==> config.mk <==
export PLATFORM = sky130hd
export DESIGN_NAME = touch_gesture_sequencer
export DESIGN_NICKNAME = d
export VERILOG_FILES = /design/src/rtl/touch_gesture_sequencer.sv
export SDC_FILE = /design/constraint.sdc
export NUM_CORES = 1
export LEC_CHECK = 0
export CORE_MARGIN = 2
export CORE_UTILIZATION = 50
export DETAILED_ROUTE_END_ITERATION = 6
export PLACE_DENSITY = 0.75
export SLEW_MARGIN = 30
export SYNTH_ARGS = -nofsm -noshare
export SYNTH_HDL_FRONTEND = slang
export SYNTH_SLANG_ARGS = --single-unit
==> constraint.sdc <==
create_clock -name iCLK -period 4.3 [get_ports iCLK]
set_input_delay 0.86 -clock iCLK [delete_from_list [all_inputs] [get_ports iCLK]]
set_output_delay 0.86 -clock iCLK [all_outputs]
set_load 0.005 [all_outputs]
==> src/rtl/touch_gesture_sequencer.sv <==
// ----------------------------------------------------------------------------
// touch_gesture_sequencer
//
// Purpose:
//   Turns the touch-IC sample stream into a validated two-finger
//   "anchor-and-swipe" gesture. Finger 1 stays put (the anchor). Finger 2
//   lands, moves and lifts. One FSM step runs per rising edge of iReady. At
//   the end of a gesture the block emits a single valid or abort pulse, then
//   holds off further gestures for a cooldown period.
//
// Ports:
//   iCLK         in   1  system clock (single clock domain)
//   iRST         in   1  asynchronous, active-high reset
//   iReady       in   1  sample-ready level from the touch IC wrapper
//   iTouchCount  in   4  current finger count
//   iX1/iX2      in  10  x position of finger 1 / finger 2
//   iY1/iY2      in   9  y position of finger 1 / finger 2
//   oX1i/oX2i    out 10  captured initial x of finger 1 / finger 2
//   oY1i/oY2i    out  9  captured initial y of finger 1 / finger 2
//   oX2f         out 10  final x of finger 2 (zero after an abort)
//   oY2f         out  9  final y of finger 2 (zero after an abort)
//   oGestValid   out  1  one-cycle pulse: gesture accepted
//   oGestAbort   out  1  one-cycle pulse: started gesture rejected
//   oBusy        out  1  high in ONE, TWO and COOL
//   oState       out  3  IDLE=0, ONE=1, TWO=2, COOL=3
// ----------------------------------------------------------------------------
module touch_gesture_sequencer #(
  parameter int unsigned TOL          = 10,
  parameter int unsigned MIN_SAMPLES  = 3,
  parameter int unsigned COOLDOWN_CYC = 25_000_000
) (
  input  logic       iCLK,
  input  logic       iRST,
  input  logic       iReady,
  input  logic [3:0] iTouchCount,
  input  logic [9:0] iX1,
  input  logic [9:0] iX2,
  input  logic [8:0] iY1,
  input  logic [8:0] iY2,
  output logic [9:0] oX1i,
  output logic [9:0] oX2i,
  output logic [8:0] oY1i,
  output logic [8:0] oY2i,
  output logic [9:0] oX2f,
  output logic [8:0] oY2f,
  output logic       oGestValid,
  output logic       oGestAbort,
  output logic       oBusy,
  output logic [2:0] oState
);

  typedef enum logic [2:0] {
    S_IDLE = 3'd0,
    S_ONE  = 3'd1,
    S_TWO  = 3'd2,
    S_COOL = 3'd3
  } state_t;

  localparam logic [31:0] TOL_U      = 32'(TOL);
  localparam logic [31:0] MIN_SAMP_U = 32'(MIN_SAMPLES);
  localparam logic [32:0] COOL_LIM   = 33'(COOLDOWN_CYC);

  // --------------------------------------------------------------------------
  // State and datapath registers
  // --------------------------------------------------------------------------
  state_t      r_state;
  logic        r_ready_q;
  logic        r_armed;
  logic        r_anchor_ok;
  logic [7:0]  r_nsamp;
  logic [9:0]  r_last_x2;
  logic [8:0]  r_last_y2;
  logic [31:0] r_cool_cnt;
  logic [9:0]  r_x1i;
  logic [9:0]  r_x2i;
  logic [8:0]  r_y1i;
  logic [8:0]  r_y2i;
  logic [9:0]  r_x2f;
  logic [8:0]  r_y2f;
  logic        r_valid;
  logic        r_abort;
  logic        r_busy;

  // Next-state values produced by the combinational process
  state_t      w_state_nxt;
  logic        w_anchor_ok_nxt;
  logic [7:0]  w_nsamp_nxt;
  logic [9:0]  w_last_x2_nxt;
  logic [8:0]  w_last_y2_nxt;
  logic [31:0] w_cool_cnt_nxt;
  logic [9:0]  w_x1i_nxt;
  logic [9:0]  w_x2i_nxt;
  logic [8:0]  w_y1i_nxt;
  logic [8:0]  w_y2i_nxt;
  logic [9:0]  w_x2f_nxt;
  logic [8:0]  w_y2f_nxt;
  logic        w_valid_nxt;
  logic        w_abort_nxt;

  // --------------------------------------------------------------------------
  // Sample strobe
  // --------------------------------------------------------------------------
  // r_armed only rises once iReady has been seen low after reset, so a level
  // that is already high when reset releases does not count as a new sample.
  logic w_strobe;
  assign w_strobe = iReady & ~r_ready_q & r_armed;

  // --------------------------------------------------------------------------
  // Finger-count decode
  // --------------------------------------------------------------------------
  logic w_cnt_one;
  logic w_cnt_two;
  assign w_cnt_one = (iTouchCount == 4'd1);
  assign w_cnt_two = (iTouchCount == 4'd2);

  // --------------------------------------------------------------------------
  // Anchor check: true absolute difference, so a far-away finger can never
  // alias into the tolerance window through unsigned wrap-around.
  // --------------------------------------------------------------------------
  logic [9:0] w_dx;
  logic [8:0] w_dy;
  logic       w_anchor_here;
  assign w_dx = (iX1 >= r_x1i) ? (iX1 - r_x1i) : (r_x1i - iX1);
  assign w_dy = (iY1 >= r_y1i) ? (iY1 - r_y1i) : (r_y1i - iY1);
  assign w_anchor_here = ({22'd0, w_dx} <= TOL_U) && ({23'd0, w_dy} <= TOL_U);

  // --------------------------------------------------------------------------
  // Sample counter and cooldown helpers
  // --------------------------------------------------------------------------
  logic [7:0] w_nsamp_inc;
  logic       w_enough;
  logic       w_cool_done;
  assign w_nsamp_inc = (r_nsamp == 8'hFF) ? r_nsamp : (r_nsamp + 8'd1);
  assign w_enough    = ({24'd0, r_nsamp} >= MIN_SAMP_U);
  // Compared as cnt+1 >= limit in 33 bits: equivalent to cnt >= limit-1,
  // with a limit of 0 still giving a single COOL cycle instead of underflow.
  assign w_cool_done = (({1'b0, r_cool_cnt} + 33'd1) >= COOL_LIM);

  // --------------------------------------------------------------------------
  // Next-state / datapath process
  // --------------------------------------------------------------------------
  always_comb begin
    // NOTE: every signal driven here gets a default first; a path that leaves
    // one unassigned would infer a latch.
    w_state_nxt     = r_state;
    w_anchor_ok_nxt = r_anchor_ok;
    w_nsamp_nxt     = r_nsamp;
    w_last_x2_nxt   = r_last_x2;
    w_last_y2_nxt   = r_last_y2;
    w_cool_cnt_nxt  = r_cool_cnt;
    w_x1i_nxt       = r_x1i;
    w_x2i_nxt       = r_x2i;
    w_y1i_nxt       = r_y1i;
    w_y2i_nxt       = r_y2i;
    w_x2f_nxt       = r_x2f;
    w_y2f_nxt       = r_y2f;
    w_valid_nxt     = 1'b0;
    w_abort_nxt     = 1'b0;

    unique case (r_state)
      S_IDLE: begin
        if (w_strobe && w_cnt_one) begin
          w_state_nxt = S_ONE;
        end
      end

      S_ONE: begin
        if (w_strobe) begin
          if (w_cnt_two) begin
            w_state_nxt     = S_TWO;
            w_x1i_nxt       = iX1;
            w_y1i_nxt       = iY1;
            w_x2i_nxt       = iX2;
            w_y2i_nxt       = iY2;
            w_last_x2_nxt   = iX2;
            w_last_y2_nxt   = iY2;
            w_nsamp_nxt     = 8'd0;
            w_anchor_ok_nxt = 1'b1;
          end else if (!w_cnt_one) begin
            // Finger lifted or a crowd landed before the gesture started.
            w_state_nxt = S_IDLE;
          end
        end
      end

      S_TWO: begin
        if (w_strobe) begin
          if (w_cnt_two) begin
            // Once the anchor has drifted the gesture can no longer pass.
            if (!w_anchor_here) begin
              w_anchor_ok_nxt = 1'b0;
            end
            w_nsamp_nxt   = w_nsamp_inc;
            w_last_x2_nxt = iX2;
            w_last_y2_nxt = iY2;
          end else if (w_cnt_one) begin
            // Finger 2 lifted: the gesture ends here either way.
            w_state_nxt    = S_COOL;
            w_cool_cnt_nxt = 32'd0;
            if (r_anchor_ok && w_enough) begin
              w_x2f_nxt   = r_last_x2;
              w_y2f_nxt   = r_last_y2;
              w_valid_nxt = 1'b1;
            end else begin
              w_x2f_nxt   = 10'd0;
              w_y2f_nxt   = 9'd0;
              w_abort_nxt = 1'b1;
            end
          end else begin
            // All fingers gone or a third finger: abort with no cooldown.
            w_state_nxt = S_IDLE;
            w_x2f_nxt   = 10'd0;
            w_y2f_nxt   = 9'd0;
            w_abort_nxt = 1'b1;
          end
        end
      end

      S_COOL: begin
        // Runs every cycle; strobes are deliberately ignored here.
        w_cool_cnt_nxt = r_cool_cnt + 32'd1;
        if (w_cool_done) begin
          w_state_nxt = S_IDLE;
        end
      end

      default: begin
        w_state_nxt = S_IDLE;
      end
    endcase
  end

  // --------------------------------------------------------------------------
  // Registers
  // --------------------------------------------------------------------------
  // NOTE: non-blocking assignments so every register samples the values from
  // before this edge, regardless of statement order.
  always_ff @(posedge iCLK or posedge iRST) begin
    if (iRST) begin
      r_state     <= S_IDLE;
      r_ready_q   <= 1'b0;
      r_armed     <= 1'b0;
      r_anchor_ok <= 1'b0;
      r_nsamp     <= 8'd0;
      r_last_x2   <= 10'd0;
      r_last_y2   <= 9'd0;
      r_cool_cnt  <= 32'd0;
      r_x1i       <= 10'd0;
      r_x2i       <= 10'd0;
      r_y1i       <= 9'd0;
      r_y2i       <= 9'd0;
      r_x2f       <= 10'd0;
      r_y2f       <= 9'd0;
      r_valid     <= 1'b0;
      r_abort     <= 1'b0;
      r_busy      <= 1'b0;
    end else begin
      r_ready_q   <= iReady;
      r_armed     <= r_armed | ~iReady;
      r_state     <= w_state_nxt;
      r_anchor_ok <= w_anchor_ok_nxt;
      r_nsamp     <= w_nsamp_nxt;
      r_last_x2   <= w_last_x2_nxt;
      r_last_y2   <= w_last_y2_nxt;
      r_cool_cnt  <= w_cool_cnt_nxt;
      r_x1i       <= w_x1i_nxt;
      r_x2i       <= w_x2i_nxt;
      r_y1i       <= w_y1i_nxt;
      r_y2i       <= w_y2i_nxt;
      r_x2f       <= w_x2f_nxt;
      r_y2f       <= w_y2f_nxt;
      r_valid     <= w_valid_nxt;
      r_abort     <= w_abort_nxt;
      r_busy      <= (w_state_nxt != S_IDLE);
    end
  end

  // --------------------------------------------------------------------------
  // Outputs (all straight from registers)
  // --------------------------------------------------------------------------
  assign oX1i       = r_x1i;
  assign oX2i       = r_x2i;
  assign oY1i       = r_y1i;
  assign oY2i       = r_y2i;
  assign oX2f       = r_x2f;
  assign oY2f       = r_y2f;
  assign oGestValid = r_valid;
  assign oGestAbort = r_abort;
  assign oBusy      = r_busy;
  assign oState     = r_state;

endmodule

==> impl_results.md, run 1 <==
- CTS clock-pin slew for the worst setup and hold paths: 0.06 ns
- Post-CTS Setup Bufs: 0
- Hold Crit Depth: 2
- Yosys top cell area share: 42.3%
- Rows: 44
- CTS H-Tree Depth: 4
- CTS Buf Count: 17
- Crit path DAT: 4.10 ns
- Root Buffer: clkbuf_16
- Post-route ant nets: 0
- Post-DR vias/cell: 5.51
- Fin Clk Skew: 0.00502 ns
- Worst-margin pin slew: 0.924 ns
- Syn_nets: 908
- Post-detail-place hpwl: 11900 µm
- Critical Path RT: 4.60 ns
- Vias in the first global route: 5998
- Congestion Overflow GR: 0
- Die ar.: 0.0158 mm²
- CTS tree: done
- Worst hold path class: register to register
- Number of synthesized register bits: 125
- Fin nets: 1017
- Hold_ws: 0.472 ns
- Crit-path cells: clkdlybuf4s50_1 > inv_1 > ha_1 > fa_1 > nand2b_1 > a21oi_1 > o21ai_1 > a21oi_2 > buf_4 > mux2i_1 > xor2_1 > nor2_1 > and4_1 > a31oi_1 > mux2_1
- Dominant cell type by area after synthesis: dfrtp_1
- Most common cell in the netlist: nand2_1
- Share of the cycle needed by the critical path after routing: 88.4%
- Core area: 0.0145 mm²
- Sequential fraction of the synthesis area: 42.3%
- Clock sink count: 125
- Max VDD drop: 0.000278 V
- DRC errors left: 0
- Leak: 4.22 nW
- Number of hold buffers added after CTS: 0
- Maximum buffer depth of the clock tree: 2
- Vias post-DR: 6202
- Post-synth top cells: nand2_1 (132), dfrtp_1 (125), o21ai_0 (83)
- Synth Warn #: 0
- Routability congestion estimate: 0.876
- I/O pin count: 108
- Worst setup SP type: primary input
- Syn Inst Count: 820
- Final WL: 17200 µm
- Mean area per synthesized cell: 9.01 µm²
- Global-route wire length before repair: 29300 µm
- Synth unique cells: 66
- Share of cells above drive strength 1: 10.4%
- Worst reg-to-reg setup slack: 1.06 ns
- Number of port buffers: 107
- Tot GR Track Use: 22.7%
- RR Startpoint: oX1i[0]$_DFFE_PP0P_
- Die Height: 126 µm
- Relative slew slack: 38.3%
- Cell Pwr Density: 326 mW/mm²
- WS Path Type: primary input to register
- DR pass1 iterations: 5
- Max Slew Vio Count: 0
- Hold Vio Cnt, Final: 0
- Post-layout min period: 3.80 ns
- Area Overhead vs Synth: 25.7%
- Outcome: completed
- CP Max Fanout: 5
- WHS Endpoint: oY2i[3]$_DFFE_PP0P_
- Mapped Area: 0.00739 mm²
- Max-cap violations: 0
- Crit-path max cell delay: 0.48 ns
- Synth top area cells: dfrtp_1 (42%), nand2_1 (6.7%), ha_1 (6.6%)
- DR WL/cell: 15.2 µm
- FF-to-FF End: r_anchor_ok$_DFFE_PP0P_
- Diode count: 0
- Largest net degree at the start of global routing: 67
- Clk_lat worst skew: 0.42 ns
- Top_reg_cell synth: dfrtp_1
- Post-CTS Resized: 0
- Critical-path top delay cell: clkdlybuf4s50_1
- Asr flop ratio synth: 100%
- Die width: 126 µm
- EDFF count, synth: 0
- Starting Density: 51.0%
- RSZ-0062 raised after global routing: false
- Worst setup EP type: register
- Iter 0 DRT Violations: 440
- Setup tns final: 0 ns
- R2R depth: 13
- Fmax: 263 MHz
- Initial antenna violation count: 0
- Setup violators final: 0
- HP Start: oY2i[3]$_DFFE_PP0P_
report_power, final:
part / leakage [nW] / internal (W) / switching [W] / total, W
clock: 0.281 / 0.000859 / 0.000565 / 0.00142
sequential: 1.57 / 0.00121 / 0.0000304 / 0.00124
combinational: 2.37 / 0.000174 / 0.000191 / 0.000364
cells in the final DEF (no fill, tap or decap), types with 4 or more instances in the layout:
| master | n |
|---|---|
| o21a_1 | 6 |
| o21ai_0 | 83 |
| clkbuf_16 | 17 |
| nand3_1 | 16 |
| fa_1 | 4 |
| clkdlybuf4s50_1 | 107 |
| a31oi_1 | 13 |
| nand2_1 | 132 |
| nor3_1 | 9 |
| nor2_1 | 50 |
| and2_1 | 8 |
| nor2b_1 | 6 |
| and4_1 | 4 |
| clkinv_4 | 4 |
| a22o_1 | 22 |
| nor4_1 | 5 |
| mux2i_1 | 13 |
| buf_4 | 23 |
| dfrtp_1 | 125 |
| a21oi_1 | 43 |
| ha_1 | 39 |
| o31ai_1 | 11 |
| nand3b_1 | 4 |
| nand2b_1 | 10 |
| inv_6 | 4 |
| inv_1 | 49 |
| and3_1 | 7 |
| a21o_1 | 9 |
| xnor2_1 | 11 |
| nand4_1 | 9 |
| mux2_2 | 21 |
| xor2_1 | 17 |
worst max-delay path, delay by kind of cell:
| family | cells | cell delay, ns |
|---|---|---|
| compound gates | 4 | 0.69 |
| xor+xnor | 1 | 0.22 |
| fa+ha+maj | 2 | 0.60 |
| buf+inv | 3 | 0.71 |
| mux | 2 | 0.59 |
| simple gates | 3 | 0.43 |
kinds of logic (layout without fill, tap and decap cells):
kind of cell	after synthesis	in the layout	share of synthesized area [%]
buf+inv	90	212	4.86
simple gates	286	286	18.9
fa+ha+maj	43	43	7.69
flops	125	125	42.3
mux	35	35	5.11
compound gates	212	212	17.8
xor+xnor	28	28	3.32
other cells	1	1	0.0507
worst max-delay path by stage:
stage | from | endpoint | slack (ns) | cells past startpoint
floorplan | iRST | oBusy$_DFF_PP0_ | 0.11 | 1
global placement | iX1[0] | r_anchor_ok$_DFFE_PP0P_ | 0.15 | 15
detailed placement | iX1[0] | r_anchor_ok$_DFFE_PP0P_ | 0.13 | 15
CTS | iX1[0] | r_anchor_ok$_DFFE_PP0P_ | 0.50 | 15
global route | iX1[0] | r_anchor_ok$_DFFE_PP0P_ | 0.25 | 15
finish | iX1[0] | r_anchor_ok$_DFFE_PP0P_ | 0.50 | 15
metrics by stage:
step                instances  setup WS, ns  total power, W  area [µm²]  utilization (%)
floorplan                 820         0.112         0.00148        7390                -
global placement         1094         0.146         0.00162        8700             60.1
detailed placement       1094         0.131         0.00162        8700             60.1
CTS                      1126         0.499         0.00305        9290             64.2
global route             1126         0.246         0.00316        9290             64.2
finish                   1126         0.500         0.00303        9290             64.2
area by class of cell:
type | instances | area, µm²
tap | 184 | 230
clock buffer | 17 | 425
sequential | 125 | 3130
multi-input combinational | 605 | 3910
fill | 1159 | 5190
inverter | 50 | 190
timing repair buffer | 130 | 1240
clock inverter | 15 | 163
metal layers:
layer | routed length [µm] | GRT usage, % | up-vias
li1 | - | - | 3077
met1 | 8490 | 32.3 | 2962
met2 | 7660 | 35.0 | 143
met3 | 803 | 4.58 | 20
met4 | 212 | 7.19 | 0
met5 | 0 | 0 | -
flip-flops by register name, summed over array words and instances, names as in the netlist, 3 cells and up:
signal and count:
r_last_y2 9, oY2f 9, r_nsamp 8, oX2i 10, oState 3, r_cool_cnt 32
oX1i 10, oY1i 9, oY2i 9, oX2f 10, r_last_x2 10
Power figures use the tool's default switching activity.
==> run 2: changes to the inputs <==
- CAP_MARGIN: unset -> 20
==> results of run 2 <==
Same layout as run 1: the final DEF is identical, and so are final timing and power.
==> run 3: changes to the inputs <==
- CELL_PAD_IN_SITES_DETAIL_PLACEMENT: unset -> 2
- CELL_PAD_IN_SITES_GLOBAL_PLACEMENT: unset -> 2
- CORE_UTILIZATION: 50 -> 30
- PLACE_DENSITY: 0.75 -> 0.74
- SLEW_MARGIN: 30 -> 20
==> impl_results.md, run 3 (synthesis results as in run 1) <==
- Fin Clk Skew: 0.0169 ns
- DR WL/cell: 18.4 µm
- Die Height: 161 µm
- I/O pin count: 108
- Max VDD drop: 0.000209 V
- Switching Share: 29.5%
- Share of the cycle needed by the critical path after routing: 90.0%
- DRC errors left: 0
- Clock sink count: 125
- Post-DR vias/cell: 5.08
- Clk_lat worst skew: 0.43 ns
- Diode count: 0
- Initial antenna violation count: 1
- Vias post-DR: 6441
- Fmax: 258 MHz
- Comb power frac: 12.6%
- WS Path Type: primary input to register
- Relative slew slack: 45.9%
- CP Max Fanout: 10
- Internal: 0.00215 W
- Sequential share of power: 40.6%
- RSZ-0062 raised after global routing: false
- CTS tree: done
- Most frequent cells in the layout: nand2_1 (132), dfrtp_1 (125), clkdlybuf4s50_1 (107), o21ai_0 (83), nor2_1 (50)
- CTS H-Tree Depth: 4
- Root Buffer: clkbuf_16
- Tot GR Track Use: 18.7%
- Largest net degree at the start of global routing: 119
- Vias in the first global route: 7129
- Setup violators final: 0
- Switching power of the nets: 0.000899 W
- Worst setup EP type: register
- Post-layout min period: 3.87 ns
- Leak: 4.22 nW
- Post-CTS Resized: 0
- Max-cap violations: 0
- Area Overhead vs Synth: 28.1%
- Congestion Overflow GR: 0
- Share of cells above drive strength 1: 10.5%
- Die ar.: 0.0259 mm²
- Starting Density: 30.5%
- Post-route ant nets: 0
- Clock network power share: 46.9%
- Final core occ: 39.1%
- Crit path DAT: 4.18 ns
- Critical Path RT: 4.60 ns
- Post-detail-place hpwl: 16400 µm
- Hold Vio Cnt, Final: 0
- Worst hold path class: register to register
- Die width: 161 µm
- Number of flip-flops under the largest register name: 32
- Non-filler cells in the finished layout: 1267
- Number of hold buffers added after CTS: 0
- Number of port buffers: 107
- Dpl cells: 1235
- Commonest non-fill, non-tap cell in the layout: nand2_1
- Hold_ws: 0.481 ns
- CTS Buf Count: 17
- Tot Pwr: 0.00305 W
- Fin nets: 1018
- DR pass1 iterations: 4
- Post-CTS Setup Bufs: 0
- Core area: 0.0242 mm²
- Rows: 57
- Outcome: completed
- Max Slew Vio Count: 0
- Routability congestion estimate: 0.774
- Worst reg-to-reg setup slack: 1.00 ns
- Iter 0 DRT Violations: 256
- Worst-margin pin slew: 0.810 ns
- CTS clock-pin slew for the worst setup and hold paths: 0.06 ns
- Global-route wire length before repair: 38900 µm
- Worst setup SP type: primary input
- Final WL: 23300 µm
- Biggest register: r_cool_cnt
- Cell Pwr Density: 322 mW/mm²
- Maximum buffer depth of the clock tree: 2
==> run 3: cell types whose count changed in the layout (fill, tap and decap cells not counted) <==
cell       previous run  this run
inv_8                 0         7
inv_6                 4         3
bufinv_16             2         0
clkinv_4              4         2
buf_12                0         1
clkinv_2              2         0
==> run 3: path summary, 6_finish.rpt <==
check	start	endpoint	cells past startpoint
worst min register to register	oX2i[2]$_DFFE_PP0P_	oX2i[2]$_DFFE_PP0P_	2
worst max register to register	oX1i[0]$_DFFE_PP0P_	r_anchor_ok$_DFFE_PP0P_	13
min in group asynchronous	iRST	oY2i[1]$_DFFE_PP0P_	2
worst min-delay path	oX2i[2]$_DFFE_PP0P_	oX2i[2]$_DFFE_PP0P_	2
worst max-delay path	iX1[0]	r_anchor_ok$_DFFE_PP0P_	15
max in group asynchronous	iRST	oX1i[7]$_DFFE_PP0P_	3
==> run 3: final cells by class <==
type / count / area (µm²)
fill: 2634 / 14800
multi-input combinational: 605 / 3910
sequential: 125 / 3130
timing repair buffer: 131 / 1260
clock buffer: 17 / 425
tap: 324 / 405
inverter: 50 / 190
clock inverter: 15 / 145
==> run 3: layer usage <==
metal / vias up / part of all wire (%) / global-route usage [%]
met2: 100 / 47 / 31.1
met1: 3251 / 49 / 25.3
met4: 2 / 0.88 / 4.14
met3: 14 / 3.0 / 3.49
met5: - / 0.056 / 0
li1: 3074 / - / -
==> run 3: worst max-delay path, stage by stage <==
cell,delay [ns]
clkdlybuf4s50_1,0.49
inv_1,0.06
ha_1,0.23
fa_1,0.38
nand2b_1,0.17
a21oi_1,0.19
o21ai_1,0.17
a21oi_2,0.18
buf_4,0.22
mux2i_1,0.26
xor2_1,0.18
nor2_1,0.05
and4_1,0.21
a31oi_1,0.18
mux2_1,0.34
==> run 3: power groups by stage <==
| stage | sequential (W) | combinational, W | clock [W] |
|---|---|---|---|
| 2_1_floorplan | 0.00125 | 0.000235 | 0 |
| 3_3_place_gp | 0.00126 | 0.000376 | 0 |
| 3_5_place_dp | 0.00126 | 0.000386 | 0 |
| 4_1_cts | 0.00124 | 0.000391 | 0.00146 |
| 5_1_grt | 0.00124 | 0.000432 | 0.00152 |
| 6_report | 0.00124 | 0.000384 | 0.00143 |
==> run 3: stage by stage <==
stage / setup TNS, ns / worst slack, ns / cell area (µm²)
CTS: 0 / 0.406 / 9470
finish: 0 / 0.429 / 9470
floorplan: 0 / 0.112 / 7390
global placement: 0 / 0.0607 / 8900
detailed placement: -0.0345 / -0.0345 / 8900
global route: 0 / 0.130 / 9470
